## src/rtl/sort_pkg.sv

```systemverilog
// Shared types and width helpers for the bubble-sort index sequencer.
package sort_pkg;

    typedef enum logic [1:0] {
        IDLE = 2'd0,
        RUN  = 2'd1,
        DONE = 2'd2
    } state_t;

    localparam int unsigned AW_DEF      = 4;
    localparam int unsigned MAX_LEN_DEF = 16;

    // Lengths need one bit more than indices so that 2**AW itself fits.
    function automatic int unsigned len_width(input int unsigned aw);
        return aw + 1;
    endfunction

endpackage

```

## src/rtl/bounded_counter.sv

```systemverilog
// Loadable up-counter with a comparison flag against a runtime limit.
module bounded_counter #(
    parameter int unsigned N = 5
) (
    input  logic         clk,
    input  logic         rst,
    input  logic         ld,
    input  logic         en,
    input  logic [N-1:0] d,
    input  logic [N-1:0] limit,
    output logic [N-1:0] q,
    output logic         at_limit
);

    always_ff @(posedge clk) begin
        if (rst)
            q <= '0;
        else if (ld)
            q <= d;
        else if (en)
            q <= q + N'(1);
    end

    assign at_limit = (q == limit);

endmodule

```

## src/rtl/sort_index_sequencer.sv

```systemverilog
// Streams bubble-sort (pass, position) indices over valid/ready, with
// optional early termination after a pass that performed no swap.
module sort_index_sequencer
    import sort_pkg::*;
#(
    parameter int unsigned AW      = AW_DEF,
    parameter int unsigned MAX_LEN = MAX_LEN_DEF
) (
    input  logic          clk,
    input  logic          rst,
    input  logic          start,
    input  logic [AW:0]   len,
    input  logic          early_exit_en,
    input  logic          swapped,
    output logic          idx_valid,
    input  logic          idx_ready,
    output logic [AW-1:0] i_idx,
    output logic [AW-1:0] j_idx,
    output logic          pass_end,
    output logic          busy,
    output logic          done
);

    localparam int unsigned LW = len_width(AW);

    state_t          state, state_nxt;
    logic [LW-1:0]   len_q, len_clamp_c;
    logic [LW-1:0]   i_q, j_q, i_lim_c, j_lim_c;
    logic            i_at_lim, j_at_lim;
    logic            exit_en_q, swap_seen_q;
    logic            i_ld, i_en, j_ld, j_en;
    logic            unused_j_msb;

    assign len_clamp_c = (len > LW'(MAX_LEN)) ? LW'(MAX_LEN) : len;

    // Limits are taken in LW bits so L-2-i cannot wrap for legal i.
    assign i_lim_c = len_q - LW'(2);
    assign j_lim_c = len_q - LW'(2) - i_q;

    bounded_counter #(.N(LW)) u_i_cnt (
        .clk      (clk),
        .rst      (rst),
        .ld       (i_ld),
        .en       (i_en),
        .d        (LW'(0)),
        .limit    (i_lim_c),
        .q        (i_q),
        .at_limit (i_at_lim)
    );

    bounded_counter #(.N(LW)) u_j_cnt (
        .clk      (clk),
        .rst      (rst),
        .ld       (j_ld),
        .en       (j_en),
        .d        (LW'(0)),
        .limit    (j_lim_c),
        .q        (j_q),
        .at_limit (j_at_lim)
    );

    always_ff @(posedge clk) begin
        if (rst)
            state <= IDLE;
        else
            state <= state_nxt;
    end

    always_comb begin
        state_nxt = state;
        i_ld      = 1'b0;
        i_en      = 1'b0;
        j_ld      = 1'b0;
        j_en      = 1'b0;
        case (state)
            IDLE: begin
                if (start) begin
                    i_ld      = 1'b1;
                    j_ld      = 1'b1;
                    state_nxt = (len_clamp_c < LW'(2)) ? DONE : RUN;
                end
            end
            RUN: begin
                if (idx_ready) begin
                    if (!j_at_lim)
                        j_en = 1'b1;
                    else if (i_at_lim || (exit_en_q && !(swap_seen_q || swapped)))
                        state_nxt = DONE;
                    else begin
                        i_en = 1'b1;
                        j_ld = 1'b1;
                    end
                end
            end
            DONE: begin
                i_ld      = 1'b1;
                j_ld      = 1'b1;
                state_nxt = IDLE;
            end
            default: state_nxt = IDLE;
        endcase
    end

    // Run parameters are frozen at the accepted start.
    always_ff @(posedge clk) begin
        if (rst) begin
            len_q     <= '0;
            exit_en_q <= 1'b0;
        end else if (state == IDLE && start) begin
            len_q     <= len_clamp_c;
            exit_en_q <= early_exit_en;
        end
    end

    // Cleared at every pass start (run start or pass advance).
    always_ff @(posedge clk) begin
        if (rst)
            swap_seen_q <= 1'b0;
        else if (i_ld || i_en)
            swap_seen_q <= 1'b0;
        else if (state == RUN && swapped)
            swap_seen_q <= 1'b1;
    end

    assign idx_valid    = (state == RUN);
    assign busy         = (state == RUN);
    assign done         = (state == DONE);
    assign pass_end     = (state == RUN) && j_at_lim;
    assign i_idx        = i_q[AW-1:0];
    assign j_idx        = j_q[AW-1:0];
    assign unused_j_msb = j_q[LW-1];

endmodule

```

## config.mk

```make
export PLATFORM = sky130hd
export DESIGN_NAME = sort_index_sequencer
export DESIGN_NICKNAME = d
export VERILOG_FILES = /design/src/rtl/sort_pkg.sv /design/src/rtl/bounded_counter.sv /design/src/rtl/sort_index_sequencer.sv
export SDC_FILE = /design/constraint.sdc
export NUM_CORES = 1
export LEC_CHECK = 0
export CELL_PAD_IN_SITES_DETAIL_PLACEMENT = 2
export CELL_PAD_IN_SITES_GLOBAL_PLACEMENT = 2
export CORE_MARGIN = 1
export CORE_UTILIZATION = 33
export CTS_CLUSTER_SIZE = 28
export DETAILED_ROUTE_END_ITERATION = 8
export GPL_ROUTABILITY_DRIVEN = 0
export HOLD_SLACK_MARGIN = 0.1
export PLACE_DENSITY = 0.87
export SYNTH_ARGS = -nofsm -noshare
export SYNTH_HDL_FRONTEND = slang
export SYNTH_HIERARCHICAL = 1
export SYNTH_SLANG_ARGS = --single-unit
export TNS_END_PERCENT = 100
```

## constraint.sdc

```tcl
create_clock -name clk -period 4.9 [get_ports clk]
set_input_delay 1.225 -clock clk [delete_from_list [all_inputs] [get_ports clk]]
set_output_delay 1.225 -clock clk [all_outputs]
set_load 0.02 [all_outputs]
```

# == After elaboration in Yosys (flattened, before gate mapping) ==
# Index checks and enable logic that the tools add are counted.
# word_totals
out_inout_bits,12
input_bits,11
elab_cells,50
regBits,19
# classes
muxes,17
n_lt_le_gt_ge,2
add_sub_neg,4
n_eq_ne,8
n_reduce_logical,13
# op_table
op,count
5-bit by 1-bit adder with 5-bit output (second input constant),2
5-bit == test,2
2-bit two-way mux,5
1-bit two-way mux,8
2-bit OR reduction,3
5-bit greater-than comparator (second input constant),1
5-bit by 2-bit < comparator with 1-bit output (second input constant),1
5-bit two-way mux,1
5-bit by 2-bit subtractor with 5-bit output (second input constant),1
5-bit subtractor,1
1-bit logical AND,4
2-bit by 1-bit inequality test with 1-bit output (second input constant),2
2-bit inequality test (second input constant),2
2-bit one-hot mux with 2 select lines,1
4-bit AND reduction,1
1-bit logical OR,3
1-bit one-hot mux with 3 select lines,1
2-bit by 1-bit == test with 1-bit output (second input constant),1
2-bit == test (second input constant),1
2-bit logical NOT,1
1-bit one-hot mux with 2 select lines,1
1-bit logical NOT,1

# == Depth between registers and ports, before layout ==
# Gate-level depths: netlist of run 1.
# logic_depth
word_depth,10
depth_mapped,16
depth_no_buf,16

# == Cells and area by module ==
# The synthesis of run 1 kept the hierarchy.
# by_module_without_submodules
mod,instances,cells_each,area_per_inst_um2,seq_area_each_um2
sort_index_sequencer,1,85,665.6,180.2
bounded_counter,2,35,310.3,100.1

# == Least setup slack after synthesis of run 1 ==
# OpenSTA, ideal clock, no wires.
# synth_path
path_kind,flip-flop to output port
from,register u_i_cnt.q[0]
to,output pass_end
stages_incl_launch_ff,11
required_time_ps,3675
t_arrival_ps,2369
path_slack_ps,1306
n_path_buf,0
path_cell_list,dfxtp_1 > ha_1 > fa_1 > nand2b_1 > a21oi_1 > xor2_1 > xnor2_1 > xnor2_1 > nand3_1 > nor3_1 > and2_4
# synth_via
elab_chain_cells,3
# synth_lines
element,line,rtl
from (decl),bounded_counter.sv:11,"output logic [N-1:0] q,"
from (signal assigned),bounded_counter.sv:21,q <= q + N'(1);
5-bit subtractor,sort_index_sequencer.sv:38,assign j_lim_c = len_q - LW'(2) - i_q;
net j_lim_c[4],sort_index_sequencer.sv:28,"logic [LW-1:0] i_q, j_q, i_lim_c, j_lim_c;"
5-bit == test,bounded_counter.sv:24,assign at_limit = (q == limit);
net j_at_lim,sort_index_sequencer.sv:29,"logic i_at_lim, j_at_lim;"
1-bit logical AND,sort_index_sequencer.sv:128,assign pass_end = (state == RUN) && j_at_lim;
to (decl),sort_index_sequencer.sv:19,"output logic pass_end,"
# The timed path passes the listed nets, and every way through them passes these cells.

# == Final worst setup path of run 1 ==
# layout_path
from,register len_q[1]
to,output pass_end
# layout_via
elab_chain_cells,4
# layout_lines
element,line,rtl
from (decl),sort_index_sequencer.sv:27,"logic [LW-1:0] len_q, len_clamp_c;"
from (signal assigned),sort_index_sequencer.sv:110,len_q <= len_clamp_c;
5-bit by 2-bit subtractor with 5-bit output,-,
net i_lim_c[1],sort_index_sequencer.sv:28,
5-bit subtractor,sort_index_sequencer.sv:38,
net j_lim_c[4],sort_index_sequencer.sv:28,
5-bit == test,bounded_counter.sv:24,
net j_at_lim,sort_index_sequencer.sv:29,
1-bit logical AND,sort_index_sequencer.sv:128,
# The timed path passes the listed nets, and every way through them passes these cells.

==> results of run 1 <==
==> report_power, final <==
part / total [mW] / switching (mW) / internal (mW)
combinational: 0.166 / 0.0882 / 0.0781
sequential: 0.186 / 0.0191 / 0.167
clock: 0.115 / 0.0565 / 0.0580
==> final cells by class <==
type / instances / share of cell area [%]
Inverter: 17 / 3.89
Clock buffer: 4 / 2.74
Timing Repair Buffer: 23 / 14.0
Sequential cell: 19 / 23.2
Tap cell: 48 / 3.66
Multi-Input combinational cell: 123 / 52.5
==> cell usage after synthesis, types with 4 or more instances <==
| library cell | instances |
|---|---|
| nor2_1 | 11 |
| a21oi_1 | 16 |
| xor2_1 | 9 |
| inv_1 | 17 |
| ha_1 | 7 |
| xnor2_1 | 15 |
| o21a_1 | 6 |
| nand3b_1 | 4 |
| dfxtp_1 | 19 |
| mux2i_1 | 4 |
| nand4_1 | 4 |
| nand2_1 | 11 |
| nor3_1 | 4 |
==> through the flow <==
step                      total power, mW  utilization, %
final                               0.467            44.5
after detailed placement            0.347            42.9
after global placement              0.336            42.9
after global routing                0.495            44.5
after CTS                           0.468            44.1
after floorplan                     0.293               -
==> layout by cell type (no fill, tap or decap) <==
master,count
o211a_1,1
a211oi_1,1
mux2i_1,4
nand2_1,11
and2_4,1
a21oi_1,16
dlymetal6s2s_1,1
nand4_1,4
xor2_2,1
nor2b_1,1
xnor2_1,15
o21ai_0,1
buf_4,1
and3_1,1
o21a_1,6
conb_1,10
nor3b_1,1
nand3b_1,4
nand2b_1,2
nor3_2,2
dfxtp_1,19
and2_1,1
fa_1,1
nor3_1,3
nor2_1,11
nand3_1,3
clkdlybuf4s50_1,21
mux2_1,2
clkbuf_8,3
a31o_4,1
inv_1,17
and3b_1,1
ha_1,7
a21o_1,1
clkbuf_1,1
nor2b_4,1
xor2_1,8
nor4_1,1
==> worst max-delay path, cell delays in order, from the launching register on <==
cell and delay (ns):
dfxtp_1 0.40, inv_1 0.12, ha_1 0.26, xor2_2 0.18
ha_1 0.35, nor2_1 0.07, a21oi_1 0.16, xor2_1 0.20
xnor2_1 0.18, xnor2_1 0.15, nand3_1 0.13, nor3_2 0.25
and2_4 0.20, dlymetal6s2s_1 0.22
==> sequential cells by signal, summed over array words and instances, names as in the netlist <==
signal       flops
swap_seen_q      1
u_j_cnt/q        5
len_q            5
exit_en_q        1
state            2
u_i_cnt/q        5
==> timing repair <==
action                                  4_1_cts  5_1_grt
setup buffers                                 0        0
gates resized for setup                       0        3
endpoints found under the setup margin        0        1
==> final timing paths <==
check | start | to | slack (ns) | depth (start not counted)
setup / recovery | len_q[1]$_SDFFE_PP0P_ | pass_end | 0.53 | 13
hold / removal | exit_en_q$_SDFFE_PP0P_ | exit_en_q$_SDFFE_PP0P_ | 0.48 | 2
setup reg to reg | len_q[1]$_SDFFE_PP0P_ | u_i_cnt/q[1]$_SDFFE_PP0P_ | 1.25 | 16
hold reg to reg | exit_en_q$_SDFFE_PP0P_ | exit_en_q$_SDFFE_PP0P_ | 0.48 | 2
==> cells by family (layout without fill, tap and decap cells) <==
family          count (synthesis)  after routing  synth area share (%)
buf+inv                        22             44                  7.00
compound gates                 27             27                  13.4
mux                             6              6                  4.86
other cells                     1             10                 0.292
flops                          19             19                  29.6
xor+xnor                       24             24                  16.3
fa+ha+maj                       8              8                  8.37
simple gates                   48             48                  20.1
==> layer usage <==
| layer | vias to the layer above | part of all wire [%] | global-route usage [%] |
|---|---|---|---|
| li1 | 564 | - | - |
| met1 | 561 | 41 | 22.3 |
| met2 | 25 | 56 | 43.7 |
| met3 | 3 | 2.7 | 3.35 |
| met4 | 0 | 0.51 | 4.72 |
| met5 | - | 0 | 0 |
==> metrics, run 1 <==
setup TNS=0 ns; power density over cell area=284 nW/um2; vias in the first global route=1395; syn_area_per_cell=8.30 um2; Post-synth EDFFs=0; Tmin final=4.37 ns; DRC violations left=0; area grow syn2layout=27.6%; unique cell type count in the Yosys netlist=35; final cell count without fillers=234; Seq/Total Area, Yosys=29.6%; 1st-pass router iterations=6; fin crit share=89.1%; Post-Syn Area=1290 um2; Final #Nets=206; Slew @ Worst Pin=0.797 ns; Die Ht=64.4 um; Worst Clk Skew=0.00247 ns; fmax=229 MHz; Root Buffer=clkbuf_8; register area=380 um2; CTS Hold Bufs=0; CTS Sinks=19; Reg clk slew, reported paths=0.07 ns; post-detail-place hpwl=2.90 mm; filler instances=428; Placed Cells=230; Clk Latency, worst-skew pair=0.26 ns; H-tree depth=1; Routed wire per std cell=17.5 um; Async S/R FF share, synth=0%; Design Area, Final=1640 um2; cell taking the most area after synthesis=dfxtp_1; Fin. Hold Viols=0; Final Max Slew Viols=0; cell count after synthesis=155; crit end category=primary output; Yosys Warn Count=6; Final Setup Violations=0; final setup margin=0.533 ns; status=finished clean; # rows=22; first-pass GRT wire length=6.67 mm; hold_ws=0.483 ns; number of max-cap violations=0; ant diodes=0; multi-input logic area=862 um2; maximum fanout along the worst path=4; via count=1153; Max clock buf depth=2; CTS tree=yes; Leak=0.672 nW; largest net degree at the start of global routing=20; HP Class=reg2reg; DRT Wirelength=4.09 mm; Main synth FF type=dfxtp_1; worst endpoint data arrival time=3.14 ns; Initial Util=34.9%; worst endpoint required time=3.67 ns; RSZ-0062 raised after global routing=no; PortBufs=22; # IOs=23; Yosys top cell area share=29.6%; global route overflow=0; top cells by area, synth=dfxtp_1 30%, xnor2_1 10%, ha_1 6.8%; core footprint=3690 um2; WS Path Type=reg2out; initial antenna violation count=0; Peak VDD IR=0.118 mV; starting DRC count in detailed routing=27; Place WS=0.508 ns; via/cell ratio=4.93; die width=64.4 um; Slew headroom=46.7%; post-placement cell area=1580 um2; ratio of cells with drive above 1 in the final layout=5.38%; Total GRT Usage=21.4%; ANT nets after route=0; Synth Register Bits=19; die area=4150 um2; clock buffer count from CTS=3; type of origin of the critical path=register
Power figures use the tool's default switching activity.
==> inputs of run 2 (changes only) <==
- RECOVER_POWER: not set -> 100
==> run 2 against run 1 <==
Via count is essentially flat. Worst hold slack improved by 0.0014 ns. Clock power hardly changed. Die area is the same. Non-clock buffer count is the same. Largest power group unchanged. Critical endpoint unchanged. Critical path depth unchanged. Setup slack got worse by 0.10 ns. Cell area is 1.5% lower. Register-to-register slack got worse by 0.10 ns. Utilization down 0.68 points. Fmax down 2.3%. Largest cell class unchanged.
==> metrics, run 2 (synthesized netlist as in run 1, its figures left out) <==
Slew headroom=46.1%; Final Max Slew Viols=0; CTS tree=yes; ant diodes=0; routing usage on met1=22.3%; Fin. Hold Viols=0; final cell count without fillers=234; Max clock buf depth=2; fmax=224 MHz; 1st-pass router iterations=3; Root Buffer=clkbuf_8; fin crit share=91.2%; Tmin final=4.47 ns; global route overflow=0; Die Ht=64.4 um; PortBufs=22; Worst Hold Launch=exit_en_q$_SDFFE_PP0P_; WS Path Type=reg2out; H-tree depth=1; worst endpoint required time=3.67 ns; type of origin of the critical path=register; DRT Wirelength=4.08 mm; met2 Usage GRT=43.7%; Initial Util=34.9%; worst endpoint data arrival time=3.24 ns; Reg-to-Reg Start=len_q[1]$_SDFFE_PP0P_; via/cell ratio=4.93; Placed Cells=230; Routed wire per std cell=17.4 um; clock buffer count from CTS=3; power density over cell area=285 nW/um2; Slew @ Worst Pin=0.806 ns; Reg clk slew, reported paths=0.07 ns; most common cell after layout, fill and taps aside=dfxtp_1; crit end category=primary output; starting DRC count in detailed routing=25; CTS Hold Bufs=0; Total GRT Usage=21.4%; via count=1154; Peak VDD IR=0.118 mV; die width=64.4 um; die area=4150 um2; ratio of cells with drive above 1 in the final layout=3.76%; # Post-CTS Setup Buffers=0; crit path from=len_q[1]$_SDFFE_PP0P_; vias in the first global route=1395; largest net degree at the start of global routing=20; M3 GR Usage=3.35%; # IOs=23; Worst Clk Skew=0.00269 ns; core footprint=3690 um2; number of max-cap violations=0; Final #Nets=206; first-pass GRT wire length=6.67 mm; commonest non-fill, non-tap cells in the layout=19 x dfxtp_1, 17 x inv_1, 16 x a21oi_1; initial antenna violation count=0; Leak=0.671 nW; ANT nets after route=0; CTS Sinks=19; Clk Latency, worst-skew pair=0.26 ns; post-detail-place hpwl=2.90 mm; setup TNS=0 ns; HP Class=reg2reg; maximum fanout along the worst path=4; largest registers=len_q x5, u_i_cnt/q x5, u_j_cnt/q x5; GR peak layer=met2; area grow syn2layout=25.7%; Final Setup Violations=0; DRC violations left=0; RSZ-0062 raised after global routing=no; status=finished clean; # rows=22
## run 2: routing by layer
layer	vias up	part of all wire (%)
met5	-	0
met4	0	0.51
met3	3	2.2
met2	21	56
met1	566	41
li1	564	-
## run 2: final cells by class
cell class / instances / area (um2)
flip-flops and latches: 19 / 380
multi-input cells: 123 / 846
clock buffers: 4 / 45.0
inverters: 17 / 63.8
well taps: 48 / 60.1
fillers: 434 / 2070
repair buffers: 23 / 221
## run 2: report_power, final
group / leakage [nW] / switching (mW) / internal, mW
sequential: 0.156 / 0.0190 / 0.167
clock: 0.0228 / 0.0563 / 0.0580
combinational: 0.492 / 0.0866 / 0.0732
total: 0.671 / 0.162 / 0.298
## run 2: path summary, 6_finish.rpt
path,end,slack (ns),depth (start not counted)
hold / removal,exit_en_q$_SDFFE_PP0P_,0.48,2
setup / recovery,pass_end,0.43,13
hold reg to reg,exit_en_q$_SDFFE_PP0P_,0.48,2
setup reg to reg,u_i_cnt/q[1]$_SDFFE_PP0P_,1.15,16
## run 2: critical path, cell delays in order (launching register included)
cell      delay, ns
dfxtp_1        0.40
inv_1          0.12
ha_1           0.26
xor2_2         0.18
ha_1           0.35
nor2_1         0.07
a21oi_1        0.16
xor2_1         0.20
xnor2_1        0.18
xnor2_1        0.15
nand3_1        0.11
nor3_1         0.29
and2_0         0.25
clkbuf_1       0.25
## run 2: through the flow
step                setup slack, ns  power (mW)  utilization, %  cell area, um2  hold WS [ns]
floorplan                      1.31       0.293               -            1320         0.432
global placement              0.629       0.336            42.9            1580         0.465
detailed placement            0.508       0.347            42.9            1580         0.470
CTS                          0.0891       0.468            44.1            1630         0.491
global route                  0.214       0.488            43.8            1620         0.516
finish                        0.431       0.460            43.8            1620         0.485
## run 2: what timing repair did
action	4_1_cts	5_1_grt
setup endpoints to repair	0	1
gates resized for setup	0	3
endpoints found under the hold margin	0	0
==> inputs of run 3 (changes only) <==
==> constraint.sdc (replaced) <==
create_clock -name clk -period 4.9 [get_ports clk]
set_input_delay 0.98 -clock clk [delete_from_list [all_inputs] [get_ports clk]]
set_output_delay 0.98 -clock clk [all_outputs]
set_load 0.02 [all_outputs]
==> run 3 against run 2 <==
Global-route usage shrank 2.3 points. Combinational power shrank 5%. Clock skew shrank 0.00097 ns. Cell count shrank 0.43%. Clock power is essentially flat. Utilization shrank 0.14 points. Via count shrank 0.87%. Die area is the same. Critical endpoint unchanged. Highest routed layer unchanged.
==> metrics, run 3 (synthesized netlist as in run 1, its figures left out) <==
status=finished clean; RSZ-0062 raised after global routing=no; Tmin final=4.56 ns; core footprint=3690 um2; Clk Latency, worst-skew pair=0.26 ns; DRC violations left=0; Routed wire per std cell=15.8 um; CTS Sinks=19; Slew headroom=47.7%; fin crit share=93.0%; clock buffer count from CTS=3; PortBufs=22; routing usage on met1=20.2%; worst endpoint required time=3.92 ns; largest net degree at the start of global routing=20; die area=4150 um2; initial antenna violation count=0; maximum fanout along the worst path=4; fmax=219 MHz; post-cts sizing count=0; Die Ht=64.4 um; Max clock buf depth=2; most common cell after layout, fill and taps aside=dfxtp_1; number of max-cap violations=0; CTS Hold Bufs=0; ratio of cells with drive above 1 in the final layout=3.78%; via count=1144; via/cell ratio=4.91; Root Buffer=clkbuf_8; setup TNS=0 ns; Worst Clk Skew=0.00172 ns; # IOs=23; commonest non-fill, non-tap cells in the layout=19 x dfxtp_1, 17 x inv_1, 16 x a21oi_1; Peak VDD IR=0.131 mV; Reg clk slew, reported paths=0.08 ns; power density over cell area=281 nW/um2; first-pass GRT wire length=6.08 mm; M3 GR Usage=2.11%; Final #Nets=205; Final Setup Violations=0; crit end category=primary output; met2 Usage GRT=39.6%; ant diodes=0; WS Path Type=reg2out; Initial Util=34.9%; # Post-CTS Setup Buffers=0; CTS tree=yes; Slew @ Worst Pin=0.782 ns; Total GRT Usage=19.1%; vias in the first global route=1305; Fin. Hold Viols=0; ANT nets after route=0; # rows=22; die width=64.4 um; 1st-pass router iterations=4; type of origin of the critical path=register; post-placement cell area=1570 um2; Final Max Slew Viols=0; H-tree depth=1; DRT Wirelength=3.68 mm; Leak=0.676 nW; post-detail-place hpwl=3.04 mm; starting DRC count in detailed routing=17; HP Class=reg2reg; Design Area, Final=1610 um2; area grow syn2layout=25.3%; largest registers=len_q x5, u_i_cnt/q x5, u_j_cnt/q x5; global route overflow=0; worst endpoint data arrival time=3.58 ns; GR peak layer=met2
==> run 3: cell types whose count changed in the layout (fill, tap and decap cells not counted) <==
cell           change
clkinv_2           +1
xor2_2             -1
buf_4              -1
dlygate4sd3_1      +1
and2_4             +1
clkbuf_1           -2
and2_0             -1
xor2_1             +1
==> run 3: metrics by stage <==
step           hold WS (ns)  worst slack (ns)  instances  total power [mW]  utilization [%]
2_1_floorplan         0.432              1.55        164             0.293                -
3_3_place_gp          0.467             0.891        229             0.335             42.7
3_5_place_dp          0.481             0.692        229             0.347             42.7
4_1_cts               0.492             0.364        233             0.463             43.9
5_1_grt               0.514             0.133        233             0.478             43.7
6_report              0.492             0.342        233             0.453             43.7
==> run 3: worst max-delay path, stage by stage (launching register included) <==
cell,delay (ns)
dfxtp_1,0.42
inv_1,0.12
ha_1,0.22
xor2_1,0.23
ha_1,0.31
nor2_1,0.13
a21oi_1,0.07
xor2_1,0.15
xnor2_1,0.19
xnor2_1,0.16
nand3_1,0.10
nor3_1,0.32
and2_4,0.23
dlygate4sd3_1,0.67
==> run 3: final cells by class <==
cell class	count	area, um2
well taps	48	60.1
clock inverters	1	5.00
repair buffers	22	220
multi-input cells	123	841
flip-flops and latches	19	380
inverters	17	63.8
fillers	430	2080
clock buffers	3	41.3
==> run 3: power breakdown <==
group,internal [mW],switching (mW)
clock network,0.0567,0.0588
logic,0.0720,0.0799
registers,0.167,0.0192
total,0.296,0.158
==> run 3: final timing paths <==
kind / from / to / slack (ns) / cells past startpoint
worst max-delay path: len_q[1]$_SDFFE_PP0P_ / pass_end / 0.34 / 13
worst min-delay path: len_q[2]$_SDFFE_PP0P_ / len_q[2]$_SDFFE_PP0P_ / 0.49 / 2
worst max register to register: len_q[1]$_SDFFE_PP0P_ / u_i_cnt/q[1]$_SDFFE_PP0P_ / 1.27 / 16
worst min register to register: len_q[2]$_SDFFE_PP0P_ / len_q[2]$_SDFFE_PP0P_ / 0.49 / 2
==> run 3: per-layer routing <==
layer	share of wire (%)	up-vias
met5	0	-
met4	0.44	0
met3	2.2	2
met2	55	18
met1	42	562
li1	-	562
